`src/rtl/acc.sv`:
```
// Phase accumulator for the oscillator voice: adds freq to a wrapping phase once every DIV clocks.
// Latency: one clock from the stepping edge to waveOut/ovf; free-running, no backpressure.
module acc #(
  parameter int ACC_W  = 24,
  parameter int FREQ_W = 12,
  parameter int DIV    = 1
) (
  input  logic              clk,
  input  logic              rst,
  input  logic [FREQ_W-1:0] freq,
  output logic [ACC_W-1:0]  waveOut,
  output logic              ovf
);

  localparam int CNT_W = (DIV > 1) ? $clog2(DIV) : 1;

  logic [CNT_W-1:0] count;
  logic             en;
  logic [ACC_W:0]   sum;

  assign en  = (count == CNT_W'(DIV - 1));
  // Extra top bit captures the carry out of the phase register
  assign sum = {1'b0, waveOut} + (ACC_W + 1)'(freq);

  always_ff @(posedge clk) begin
    if (rst) begin
      count   <= '0;
      waveOut <= '0;
      ovf     <= 1'b0;
    end else if (en) begin
      count   <= '0;
      waveOut <= sum[ACC_W-1:0];
      ovf     <= sum[ACC_W];
    end else begin
      count   <= count + 1'b1;
      ovf     <= 1'b0;
    end
  end

endmodule

```
`config.mk`:
```
export PLATFORM = sky130hd
export DESIGN_NAME = acc
export DESIGN_NICKNAME = d
export VERILOG_FILES = /design/src/rtl/acc.sv
export SDC_FILE = /design/constraint.sdc
export NUM_CORES = 1
export LEC_CHECK = 0
export BUFFER_PORTS_ARGS = -buffer_cell sky130_fd_sc_hd__buf_2
export CORE_MARGIN = 2
export CORE_UTILIZATION = 52
export DETAILED_ROUTE_END_ITERATION = 16
export PLACE_DENSITY = 0.87
export SYNTH_ARGS = -nofsm -noshare
export SYNTH_HDL_FRONTEND = slang
export SYNTH_SLANG_ARGS = --single-unit
```
`constraint.sdc`:
```
create_clock -name clk -period 6.55 [get_ports clk]
set_clock_uncertainty 0.15 [all_clocks]
set_input_delay 1.31 -clock clk [delete_from_list [all_inputs] [get_ports clk]]
set_output_delay 1.31 -clock clk [all_outputs]
set_load 0.01 [all_outputs]
```
======== Word level (Yosys, flattened, before mapping) ========
Cells that the tools add are included.
word-level totals
  register bits ........................... 26
  input port bits ......................... 14
  output and inout port bits .............. 25
  logic and storage cells ................. 8
cells by class
  add/subtract/negate cells ............... 2
  bitwise logic cells ..................... 1
  reductions and logical operators ........ 2
operator list
  operator                                   number
  24-bit by 12-bit adder with 25-bit output  1
  2-bit OR reduction                         2
  1-bit adder (second input constant)        1
  1-bit inverter                             1

======== Depth between registers and ports, before layout ========
  depth after elaboration ................. 2
  gate-level depth with buffers ........... 8
  mapped depth without buffers ............ 7

======== Worst setup path after synthesis ========
Ideal clock, no wire load.
  path type ............................... input -> register
  from .................................... in freq[0]
  to ...................................... reg waveOut[16]
  setup time .............................. 0.132 ns
  arrival time ............................ 2.867 ns
  data required time ...................... 6.268 ns
  slack ................................... 3.401 ns
  stages on the path ...................... 8
  buffers on the path ..................... 1
  cells stage by stage .................... ha_1 fa_1 a21o_1 a31o_2 a21oi_2 buf_2 or3_1 a21oi_1
on the way
  cells in the longest elaborated chain, start to end .. 1
RTL lines
  item                                       RTL line  source
  start: declaration                         10        input logic [FREQ_W-1:0] freq,
  24-bit by 12-bit adder with 25-bit output  23        assign sum = {1'b0, waveOut} + (ACC_W + 1)'(freq);
  end signal: assignment                     32        waveOut <= sum[ACC_W-1:0];
  end: declaration                           11        output logic [ACC_W-1:0] waveOut,
No other way between the ends.
A chain may end at the register's enable or synchronous reset.

======== Worst setup path after layout ========
  from .................................... in freq[0]
  to ...................................... reg waveOut[20]
The elaborated chain is that of the path after synthesis.

==> run metrics <==
Placer Congestion=0.8668; CP Class=in -> reg; register-to-register setup slack=4150 ps; Layout Area Growth over Synthesis=13.02%; io pins=39; r2r endpoint=waveOut[19]$_SDFFE_PP0N_; Final HPWL DP=2834 um; Mapped Avg Cell Area=8.316 um2; Synthesized Nets=242; CP Max Fanout=13; final number of setup-violating endpoints=0; GRT Util Overall=20.53%; NumNets Final=273; status=finished clean; CTS Buffer Depth=2; chip height=62.64 um; largest stage delay on the critical path=410 ps; # fillers=311; CP Launch Point=freq[0]; Skew-Pair Late Insertion Delay=340 ps; Post-CTS Setup Repair Bufs=0; global-route wire length before repair=6727 um; sequential-to-total area share from yosys stat=29.11%; ys flop type=dfxtp_1; Die Wd=62.64 um; static leakage=0.9295 nW; Worst-path clk slew=150 ps; #FFs+latches synth=26; post-route cell area=2021 um2; Placement Cell Area=1968 um2; Req. time, crit path=6620 ps; sum of negative setup slack=0 ps; Worst Reg-to-Reg Cells=6; grt total ovfl=0; EDFF count, synth=0; RSZ-0062 raised after global routing=no; Slew @ Worst Pin=795.7 ps; reg2reg start=waveOut[9]$_SDFFE_PP0N_; drt total wl=3910 um; commonest non-fill, non-tap cell in the layout=buf_2; Antenna diodes=0; # H-tree levels=1; cells along the critical path=buf_2, ha_1, fa_1, a21o_1, a31o_2, a21oi_2, or4b_1, a21oi_1; # hold bufs at CTS=0; DRT iter0 DRCs=104; Post-route DRC=0; VDD IR-drop max=0.0001115 V; clock tree from TritonCTS=built; Hold Path Cell Cnt=2; worst hold margin=348.5 ps; total CTS buffers=3; max-slew violation count=0; Initial Util=54.01%; Syn Std Cell Area=1788 um2; Yosys Warn Count=0; total clock sinks=26; Root Driver=clkbuf_4; Worst Path Arrival=3180 ps; Via density=5.921; vias after detailed routing=1,723; antenna violations before repair=0; Mapped Cells=215; layout cells sized above 1=20.00%; vias in the first global route=1,527; CP Capture Type=flop; die area=3923 um2; core area=3311 um2; routed len/inst=13.44 um; ANT nets after route=0; worst hold-check path type=reg -> reg; DRT Pass-1 Iters=4; fin crit period=3115 ps; CP endpoint=waveOut[20]$_SDFFE_PP0N_; commonest cells after routing, fill and taps aside=38 x buf_2, 26 x dfxtp_1, 24 x a21oi_1; cell row count=21; asr flop ratio synth=0%; Worst path slowest cell=fa_1; Fin. Hold Viols=0; Startpoint Class=input port; Hold Path Origin=waveOut[2]$_SDFFE_PP0N_; crit share post-route=47.55%; Power Density=225.0 nW/um2; Slew headroom=46.88%; fmax=321.1 MHz; synth unique cells=57; cts repair resizes=0; pin count of the biggest net entering global routing=35; port buffer count=38; Final Util=61.04%; Max Cap Viol=0
[layout make-up]
cell class,count,area (um2),area share [%]
sequential,26,520.5,25.76
tap,46,57.56,2.848
inverter,3,11.26,0.5573
timing repair buffer,38,190.2,9.412
multi-input combinational,174,1189,58.82
clock buffer,3,22.52,1.115
clock inverter,1,30.03,1.486
[synthesized netlist by cell type, drive strengths merged, types with 2 or more instances]
| cell type | count | area (um2) |
|---|---|---|
| a211o | 3 | 26.28 |
| a211oi | 3 | 27.52 |
| a21o | 4 | 30.03 |
| a21oi | 26 | 137.6 |
| a221o | 2 | 20.02 |
| and3 | 2 | 12.51 |
| buf | 7 | 48.79 |
| clkbuf | 5 | 18.77 |
| dfxtp | 26 | 520.5 |
| ha | 12 | 150.1 |
| inv | 3 | 11.26 |
| mux2 | 5 | 56.30 |
| mux2i | 3 | 30.03 |
| nand2 | 17 | 63.81 |
| nand3 | 7 | 35.03 |
| nand4 | 7 | 50.05 |
| nor2 | 21 | 78.83 |
| nor2b | 8 | 50.05 |
| nor3 | 2 | 10.01 |
| nor3b | 2 | 15.01 |
| nor4 | 2 | 12.51 |
| o21ai | 10 | 50.04 |
| o22ai | 3 | 18.77 |
| o31ai | 2 | 15.01 |
| o41ai | 2 | 17.52 |
| or3 | 3 | 18.77 |
| or4 | 2 | 15.01 |
| or4b | 2 | 20.02 |
| xnor2 | 3 | 26.28 |
[per-layer routing]
metal  GRT usage (%)  up-vias  share of wire, %
met4           7.778        0               1.4
li1                -      860                 -
met2           34.81       77                47
met1           27.11      781                45
met3           1.802        5               6.5
met5               0        -                 0
[registers in the layout (all words and copies together), names as in the netlist]
register	cells
count	1
ovf	1
waveOut	24
[worst min-delay path by stage]
| stage | slack [ps] | end |
|---|---|---|
| after floorplan | 350 | ovf$_SDFF_PP0_ |
| after global placement | 320 | waveOut[5]$_SDFFE_PP0N_ |
| after detailed placement | 330 | waveOut[2]$_SDFFE_PP0N_ |
| after CTS | 360 | waveOut[2]$_SDFFE_PP0N_ |
| after global routing | 380 | waveOut[2]$_SDFFE_PP0N_ |
| final | 350 | waveOut[2]$_SDFFE_PP0N_ |
[cells by family (layout without fill, tap and decap cells)]
| group | count (synthesis) | after routing | share of synthesized area (%) |
|---|---|---|---|
| AO/OA/AOI/OAI | 65 | 65 | 25.19 |
| other | 1 | 1 | 0.2097 |
| multiplexers | 8 | 8 | 4.828 |
| AND/OR/NAND/NOR | 83 | 83 | 24.77 |
| adder cells (fa/ha/maj) | 13 | 13 | 9.517 |
| flip-flops | 26 | 26 | 29.11 |
| XOR/XNOR | 4 | 4 | 1.960 |
| buffers and inverters | 15 | 45 | 4.408 |
[report_power, final]
group	total [mW]	switching (mW)	leakage, nW	internal [mW]
Sequential	0.180	0.0106	0.212	0.170
Clock	0.116	0.0536	0.0279	0.0620
Combinational	0.159	0.0930	0.689	0.0659
Total	0.455	0.157	0.929	0.297
[worst max-delay path, delay by kind of cell]
| family | cells | cell delay, ps |
|---|---|---|
| buffers and inverters | 1 | 100 |
| and+or+nand+nor | 1 | 180 |
| AOI/OAI and AO/OA | 4 | 950 |
| adders and majority gates | 2 | 640 |
[through the flow]
step / power (mW) / setup WS (ps) / cells
final: 0.4546 / 3435 / 291
after global routing: 0.4811 / 3280 / 291
after CTS: 0.4542 / 3427 / 291
after detailed placement: 0.3401 / 3057 / 287
after global placement: 0.3374 / 3091 / 287
after floorplan: 0.3084 / 3401 / 215
Power figures use the tool's default switching activity.
